$ cat config.mk
export PLATFORM = sky130hd
export DESIGN_NAME = pixel_stream_source
export DESIGN_NICKNAME = d
export VERILOG_FILES = /design/src/rtl/sift_pkg.sv /design/src/rtl/pix_skid_fifo.sv /design/src/rtl/pixel_stream_source.sv
export SDC_FILE = /design/constraint.sdc
export NUM_CORES = 1
export LEC_CHECK = 0
export CAP_MARGIN = 20
export CORE_MARGIN = 1.5
export CORE_UTILIZATION = 30
export DETAILED_ROUTE_END_ITERATION = 12
export GPL_TIMING_DRIVEN = 1
export SETUP_SLACK_MARGIN = 0.2
export SLEW_MARGIN = 20
export SYNTH_ARGS = -nofsm -noshare
export SYNTH_HDL_FRONTEND = slang
export SYNTH_SLANG_ARGS = --single-unit
export TNS_END_PERCENT = 5
$ cat constraint.sdc
create_clock -name Clk -period 4.1 [get_ports Clk]
set_input_delay 0.615 -clock Clk [delete_from_list [all_inputs] [get_ports Clk]]
set_output_delay 0.615 -clock Clk [all_outputs]
set_load 0.05 [all_outputs]
$ cat src/rtl/sift_pkg.sv
// Shared definitions for the SIFT pixel pipeline: default image size,
// reader FSM encoding, and the pixel-plus-sideband bundle carried between stages.
package sift_pkg;

   localparam int IMG_WIDTH  = 400;
   localparam int IMG_HEIGHT = 300;
   localparam int PIX_W      = 8;
   localparam int BUNDLE_W   = PIX_W + 3;

   typedef enum logic [1:0] {
      ST_IDLE  = 2'd0,
      ST_READ  = 2'd1,
      ST_FLUSH = 2'd2,
      ST_DRAIN = 2'd3
   } state_t;

   typedef struct packed {
      logic             flush;
      logic             eol;
      logic             sof;
      logic [PIX_W-1:0] pix;
   } pix_bundle_t;

   // Counter width able to hold values 0..n-1, never narrower than one bit.
   function automatic int cnt_width(input int n);
      return (n <= 1) ? 1 : $clog2(n);
   endfunction

endpackage

$ cat src/rtl/pix_skid_fifo.sv
// Two-entry first-word-fall-through FIFO for pixel bundles; the head entry is a
// register so the consumer sees stable data while it holds off.
module pix_skid_fifo
   import sift_pkg::*;
#(
   parameter int DATA_W = BUNDLE_W
) (
   input  logic              i_clk,
   input  logic              i_clear,
   input  logic              i_push,
   input  logic [DATA_W-1:0] i_data,
   input  logic              i_pop,
   output logic [DATA_W-1:0] o_data,
   output logic [1:0]        o_count
);

   logic [DATA_W-1:0] r_head;
   logic [DATA_W-1:0] r_tail;
   logic [1:0]        r_count;
   logic              w_push;
   logic              w_pop;

   assign w_pop  = i_pop && (r_count != 2'd0);
   assign w_push = i_push && ((r_count != 2'd2) || w_pop);

   always_ff @(posedge i_clk) begin
      if (i_clear) begin
         // NOTE: the two entries are cleared too, so the registered outputs read 0 after reset.
         r_head  <= '0;
         r_tail  <= '0;
         r_count <= 2'd0;
      end else begin
         case ({w_push, w_pop})
            2'b10: begin
               if (r_count == 2'd0) r_head <= i_data;
               else                 r_tail <= i_data;
               r_count <= r_count + 2'd1;
            end
            2'b01: begin
               r_head  <= r_tail;
               r_count <= r_count - 2'd1;
            end
            2'b11: begin
               if (r_count == 2'd1) begin
                  r_head <= i_data;
               end else begin
                  r_head <= r_tail;
                  r_tail <= i_data;
               end
            end
            default: ;
         endcase
      end
   end

   assign o_data  = r_head;
   assign o_count = r_count;

endmodule

$ cat src/rtl/pixel_stream_source.sv
// Raster frame-buffer reader feeding the Gaussian blur: streams WIDTHxHEIGHT pixels
// from a synchronous-read memory, then FLUSH_COUNT zero pixels to drain line buffers.
module pixel_stream_source
   import sift_pkg::*;
#(
   parameter int WIDTH       = IMG_WIDTH,
   parameter int HEIGHT      = IMG_HEIGHT,
   parameter int FLUSH_COUNT = 2*WIDTH+2,
   parameter int ADDR_W      = 17
) (
   input  logic              Clk,
   input  logic              Reset,
   input  logic              Start,
   output logic              Busy,
   output logic              Done,
   output logic              Mem_rd,
   output logic [ADDR_W-1:0] Mem_addr,
   input  logic [7:0]        Mem_data,
   output logic [7:0]        Pix_out,
   output logic              Pix_valid,
   input  logic              Pix_ready,
   output logic              Pix_sof,
   output logic              Pix_eol,
   output logic              Pix_flush
);

   localparam int COL_W  = cnt_width(WIDTH);
   localparam int ROW_W  = cnt_width(HEIGHT);
   localparam int FCNT_W = cnt_width(FLUSH_COUNT + 1);

   localparam logic [COL_W-1:0]  COL_LAST  = COL_W'(WIDTH - 1);
   localparam logic [ROW_W-1:0]  ROW_LAST  = ROW_W'(HEIGHT - 1);
   localparam logic [FCNT_W-1:0] FCNT_LAST = (FLUSH_COUNT > 0) ? FCNT_W'(FLUSH_COUNT - 1) : '0;

   state_t              r_state;
   state_t              w_state_next;
   logic [ADDR_W-1:0]   r_addr;
   logic [COL_W-1:0]    r_col;
   logic [ROW_W-1:0]    r_row;
   logic [FCNT_W-1:0]   r_fcnt;
   logic                r_inflight;
   logic                r_if_sof;
   logic                r_if_eol;
   logic                r_if_flush;

   logic                w_issue_rd;
   logic                w_issue_zero;
   logic                w_done;
   logic                w_xfer;
   logic                w_room;
   logic                w_first;
   logic                w_eol;
   logic                w_last_pix;
   logic [1:0]          w_fifo_count;
   pix_bundle_t         w_push_bundle;
   pix_bundle_t         w_head;

   assign w_xfer     = Pix_valid && Pix_ready;
   assign w_first    = (r_row == '0) && (r_col == '0);
   assign w_eol      = (r_col == COL_LAST);
   assign w_last_pix = w_eol && (r_row == ROW_LAST);

   // Issue only if the pixel can land without overflowing the FIFO: the transfer
   // happening this cycle frees a slot, so Mem_rd depends on Pix_ready combinationally.
   assign w_room = (({1'b0, w_fifo_count} + {2'b00, r_inflight}) - {2'b00, w_xfer}) < 3'd2;

   always_ff @(posedge Clk) begin
      if (Reset) r_state <= ST_IDLE;
      else       r_state <= w_state_next;
   end

   always_comb begin
      // NOTE: every output of this block gets a default first, so no path can infer a latch.
      w_state_next = r_state;
      w_issue_rd   = 1'b0;
      w_issue_zero = 1'b0;
      w_done       = 1'b0;
      case (r_state)
         ST_IDLE: begin
            if (Start) w_state_next = ST_READ;
         end
         ST_READ: begin
            if (w_room) begin
               w_issue_rd = 1'b1;
               if (w_last_pix) w_state_next = ST_FLUSH;
            end
         end
         ST_FLUSH: begin
            if (FLUSH_COUNT == 0) begin
               w_state_next = ST_DRAIN;
            end else if (w_room) begin
               w_issue_zero = 1'b1;
               if (r_fcnt == FCNT_LAST) w_state_next = ST_DRAIN;
            end
         end
         ST_DRAIN: begin
            if ((w_fifo_count == 2'd0) && !r_inflight) begin
               w_done       = 1'b1;
               w_state_next = ST_IDLE;
            end
         end
         default: w_state_next = ST_IDLE;
      endcase
   end

   always_ff @(posedge Clk) begin
      if (Reset) begin
         r_addr     <= '0;
         r_col      <= '0;
         r_row      <= '0;
         r_fcnt     <= '0;
         r_inflight <= 1'b0;
         r_if_sof   <= 1'b0;
         r_if_eol   <= 1'b0;
         r_if_flush <= 1'b0;
      end else begin
         r_inflight <= w_issue_rd || w_issue_zero;
         r_if_sof   <= w_issue_rd && w_first;
         r_if_eol   <= w_issue_rd && w_eol;
         r_if_flush <= w_issue_zero;
         if ((r_state == ST_IDLE) && Start) begin
            r_addr <= '0;
            r_col  <= '0;
            r_row  <= '0;
            r_fcnt <= '0;
         end else begin
            if (w_issue_rd) begin
               r_addr <= r_addr + ADDR_W'(1);
               if (w_eol) begin
                  r_col <= '0;
                  r_row <= r_row + ROW_W'(1);
               end else begin
                  r_col <= r_col + COL_W'(1);
               end
            end
            if (w_issue_zero) r_fcnt <= r_fcnt + FCNT_W'(1);
         end
      end
   end

   // Zero pixels travel the same one-cycle path as reads so ordering is uniform.
   always_comb begin
      w_push_bundle.flush = r_if_flush;
      w_push_bundle.eol   = r_if_eol;
      w_push_bundle.sof   = r_if_sof;
      w_push_bundle.pix   = r_if_flush ? 8'h00 : Mem_data;
   end

   pix_skid_fifo #(
      .DATA_W (BUNDLE_W)
   ) u_fifo (
      .i_clk   (Clk),
      .i_clear (Reset),
      .i_push  (r_inflight),
      .i_data  (w_push_bundle),
      .i_pop   (w_xfer),
      .o_data  (w_head),
      .o_count (w_fifo_count)
   );

   assign Pix_valid = (w_fifo_count != 2'd0);
   assign Pix_out   = w_head.pix;
   assign Pix_sof   = w_head.sof;
   assign Pix_eol   = w_head.eol;
   assign Pix_flush = w_head.flush;
   assign Mem_rd    = w_issue_rd;
   assign Mem_addr  = r_addr;
   assign Busy      = (r_state != ST_IDLE);
   assign Done      = w_done;

endmodule

# == After elaboration in Yosys (flattened, before gate mapping) ==
# Cells that the tools add are included.
# Widths: inputs -> output; s select.
# classes
add_sub_neg,8
n_lt_le_gt_ge,1
n_eq_ne,20
muxes,21
reduce_logical,26
# ops
op,n
$mux 11,4
$pmux 11 s3,1
$pmux 11 s2,1
$ne 2x2->1 const B,10
$add 9x1->9 const B,2
$eq 9x9->1 const B,2
$logic_not 9->1,2
$add 17x1->17 const B,1
$mux 2,6
$add 10x1->10 const B,1
$eq 10x10->1 const B,1
$logic_and 1x1->1,9
$mux 9,1
$eq 2x2->1 const B,4
$mux 8,1
$pmux 2 s4,1
$reduce_bool 2->1,4
$eq 2x1->1 const B,3
$reduce_and 6->1,1
$mux 1,5
$logic_not 2->1,2
$pmux 2 s2,1
$reduce_and 2->1,2
$add 2x1->3,1
9 further kinds,10
# word_totals
ff_bits,75
inputBits,12
output_inout_bits,32
wordCells,88

# == Depth between registers and ports, before layout ==
# logic_depth
word_depth,8
ltp_mapped,13
depth_no_buf,13

# == Hierarchy ==
# A second synthesis with hierarchy kept.
# unflattened
cells_unflattened,419
area_unflattened_um2,3808.7
# modules_own_cells
module,n_inst,cells_per_inst,area_each_um2,seq_area_each_um2
pixel_stream_source,1,298,2726.4,1021.0
pix_skid_fifo,1,121,1082.3,480.5

# == Worst setup path before layout ==
# OpenSTA, ideal clock, no wires.
# synth_timing
path_type,reg2out
startpoint,register u_fifo.r_count[1] (netlist: u_fifo.o_count[1])
endpoint,output Mem_rd
t_arrival_ns,2.740
required_time_ns,3.485
setup_slack_ns,0.745
stages_incl_launch_ff,11
path_buffers,0
cell_sequence,dfxtp_1 inv_1 ha_1 nand2b_1 inv_1 ha_1 nand2b_1 fa_1 xnor2_4 nand3_1 inv_2
# synth_between
elab_chain_len,6
elab_cells_between_ends,7
cone_classes,add/sub (2); order compare (1); mux (2); reduce/logical (2)
# synth_rtl
element,line_no,source
"start, declared",pix_skid_fifo.sv:19,logic [1:0] r_count;
"start signal, assigned",pix_skid_fifo.sv:37,r_count <= r_count + 2'd1;
"start signal, assigned",pix_skid_fifo.sv:41,r_count <= r_count - 2'd1;
"parallel branches: the longest is 2 deep, another holds $add 2x1->3",-,
$sub 3x1->3 *,pixel_stream_source.sv:65,"assign w_room = (({1'b0, w_fifo_count} + {2'b00, r_inflight}) - {2'b00, w_xfer}) < 3'd2;"
$lt 3x2->1 *,pixel_stream_source.sv:65,
$mux 1 *,pixel_stream_source.sv:83,if (w_room) begin
$mux 1 *,pixel_stream_source.sv:78,case (r_state)
"end, declared",pixel_stream_source.sv:16,"output logic Mem_rd,"
# Mark *: on every way between the ends.

# == Worst setup path after layout ==
# Same ends and word-level chain as after synthesis.

==> results.py <==
metrics = {
    "final_layout": {
        "antenna_cells": 0,
        "nNetsFinal": 486,
        "drive_gt1_share_pct": 9.74,
        "final_core_util_pct": 38.7,
        "area.growth.synth_to_final_pct": 25.3,
    },
    "setup_path": {
        "reg2reg_depth": 13,
        "reg2reg_slack_ns": 0.65,
        "cp-start-kind": "register",
        "worstPathArrival_ns": 3.07,
        "critPathMaxFanout": 6,
        "cp-endpoint": "Mem_rd",
        "r2r-end": "r_fcnt[7]",
        "critPathCaptureType": "output pin",
        "r2r-start": "u_fifo.o_count[1]",
        "cp-startpoint": "u_fifo.o_count[1]",
        "cp_data_required_time_ns": 3.48,
        "critPathKind": "reg -> out",
    },
    "die": {
        "core_area_mm2": 0.0121,
        "initial_core_util_pct": 30.9,
        "die-area_mm2": 0.0131,
        "rows": 40,
        "die_w_um": 114,
        "die_h_um": 114,
        "ios": 44,
    },
    "routing": {
        "postRouteWirelength_mm": 7.68,
        "drc": 0,
        "drt_iter0_markers": 148,
        "wl_per_cell_um": 12.2,
        "vias_per_cell": 4.62,
        "antenna_left": 0,
        "vias": 2911,
        "firstDrtPassIters": 6,
    },
    "synthesis": {
        "ys_ff_latch": 75,
        "synth.avg_cell_area_um2": 9.09,
        "synth-edff-count": 0,
        "synth_flop_cell": "dfxtp_1",
        "synthesis.area_mm2": 0.00373,
        "seq_area_frac_synth_pct": 40.3,
        "syn_nets": 439,
        "yosysWarnings": 0,
        "synthCells": 410,
        "async_flop_share_pct": 0,
        "ys_types": 48,
    },
    "global_route": {
        "grt_usage_pct": 12.5,
        "grt_pass1_vias": 2805,
        "grt_max_degree": 39,
        "overflow": 0,
        "antenna_found_initial": 0,
        "grt_pass1_wl_mm": 13.1,
    },
    "clock_network": {
        "clk_pin_slew_ns": 0.06,
        "htreeDepth": 3,
        "clock_latency_ns": 0.34,
        "hold_buffers": 0,
        "cts-buffers-inserted": 9,
        "tritoncts": "built",
        "clock-sinks": 75,
        "cts_buffer_depth": 2,
        "root_buffer": "clkbuf_16",
    },
    "place": {
        "gp_congestion": 0.794,
        "place_ws_ns": 0.397,
        "io_buffer_count": 43,
        "hpwl_mm": 5.26,
    },
    "sta": {
        "setup_viol": 0,
        "max_slew_margin_pct": 51.6,
        "worst_slack_ns": 0.417,
        "fin_hold_ws_ns": 0.493,
        "finalClockSkew_ns": 0.00766,
        "fin_crit_sh_pct": 89.8,
        "rsz0062_at_grt": "no",
        "maxSlewViolCount": 0,
        "fin_crit_ns": 3.68,
        "final_hold_viol_count": 0,
        "finalSetupTns_ns": 0,
        "max_freq_mhz": 272,
        "worst_pin_slew_ns": 0.724,
    },
    "power": {
        "ir_drop_v": 0.000226,
        "p_per_area_mw_per_mm2": 609,
        "cellLeakagePower_nw": 1.78,
    },
    "worst_hold_path": {
        "hold_path_class": "reg -> reg",
    },
    "run_status": {
        "status": "complete, no violations",
    },
    "flow_run": {
        "maxCapViolCount": 0,
    },
}
==> sequential cells by signal, indices dropped and copies added (netlist names) <==
register	count
Mem_addr	17
r_if_sof	1
u_fifo.o_count	2
r_if_eol	1
r_inflight	1
u_fifo.o_data	11
u_fifo.r_tail	11
r_state	2
r_if_flush	1
r_row	9
r_fcnt	10
r_col	9
==> through the flow <==
step	cell area (um^2)	instances	power [mW]
CTS	4640	626	2.85
global route	4670	630	3.02
finish	4670	630	2.85
floorplan	3730	410	1.72
detailed placement	4330	610	2.03
global placement	4330	610	2.01
==> how the worst min path moves through the flow <==
stage                     cells past startpoint             start  slack (ns)          endpoint
after global placement                        2          r_if_eol        0.47  u_fifo.r_tail[9]
after detailed placement                      2  u_fifo.r_tail[7]        0.49  u_fifo.r_tail[7]
after floorplan                               2          r_if_sof        0.46  u_fifo.r_tail[8]
final                                         2          r_if_eol        0.49  u_fifo.r_tail[9]
after CTS                                     2  u_fifo.o_data[1]        0.50  u_fifo.o_data[1]
after global routing                          2         r_fcnt[5]        0.51         r_fcnt[5]
==> cell usage in the layout, fill, tap and decap left out, types with 13 or more instances in the layout <==
master,count
nand2_1,27
nand3_1,13
dfxtp_1,74
nor2_1,67
clkdlybuf4s50_1,42
ha_1,16
inv_1,20
xnor2_1,26
mux2i_1,24
a211oi_1,14
==> layout make-up <==
type,count,area (um^2)
sequential,75,1500
clock buffer,10,239
tap,168,210
multi-input combinational,299,2070
clock inverter,6,65.1
timing repair buffer,51,500
inverter,21,81.3
fill,1195,7390
==> report_power, final <==
part / leakage (nW) / switching (mW) / internal (mW)
clock: 0.148 / 0.312 / 0.487
combinational: 1.03 / 0.713 / 0.448
sequential: 0.607 / 0.0723 / 0.813
total: 1.78 / 1.10 / 1.75
==> repair_timing <==
action	4_1_cts	5_1_grt
pin swaps	0	0
endpoints found under the setup margin	1	1
buffers inserted	0	4
gates cloned	0	0
endpoints found under the hold margin	0	0
resized for setup	1	1
==> critical path, cell delays in order, from the launching register on <==
cell,delay (ns)
dfxtp_2,0.45
inv_1,0.10
ha_1,0.23
nand2b_1,0.24
inv_1,0.14
ha_1,0.23
nand2b_1,0.15
fa_1,0.45
xnor2_4,0.17
nand3_1,0.25
inv_4,0.19
buf_12,0.15
==> Yosys cell counts (2+ instances only) <==
cell type,number,share of area [%]
or3_1,4,0.67
a211oi_1,14,2.8
nand2b_1,3,0.50
nand2_1,27,2.7
inv_1,20,2.0
ha_1,16,5.4
nand3_1,13,1.7
a21o_1,3,0.60
and4_1,5,1.2
o21ai_0,5,0.67
buf_2,3,0.40
and3_1,4,0.67
dfxtp_1,75,40
nand4_4,3,1.7
xnor2_1,26,6.1
nor3_1,12,1.6
mux2i_1,24,6.4
nor4_1,7,1.2
nor4_4,2,1.1
buf_6,2,0.60
clkbuf_1,8,0.81
nor4_2,4,1.3
nor3b_1,2,0.40
xor2_1,10,2.3
nand4_1,9,1.5
a21oi_1,11,1.5
nor2b_1,10,1.7
buf_1,2,0.20
nor2_1,67,6.7
==> per-layer routing <==
| layer | vias to the layer above | GRT usage [%] | routed length, um |
|---|---|---|---|
| li1 | 1504 | - | - |
| met1 | 1355 | 15.3 | 3620 |
| met4 | 0 | 4.75 | 97 |
| met3 | 9 | 3.86 | 359 |
| met5 | - | 0 | 0 |
| met2 | 43 | 20.7 | 3600 |
==> kinds of logic (layout without fill, tap and decap cells) <==
kind of cell / after synthesis / in the layout / share of synthesized area [%]
buf+inv: 36 / 88 / 4.13
flops: 75 / 75 / 40.3
simple gates: 182 / 182 / 27.1
xor+xnor: 37 / 37 / 9.19
compound gates: 39 / 39 / 6.91
mux: 24 / 24 / 6.44
fa+ha+maj: 17 / 17 / 5.91
No activity file was read; power rests on OpenSTA's default activity.
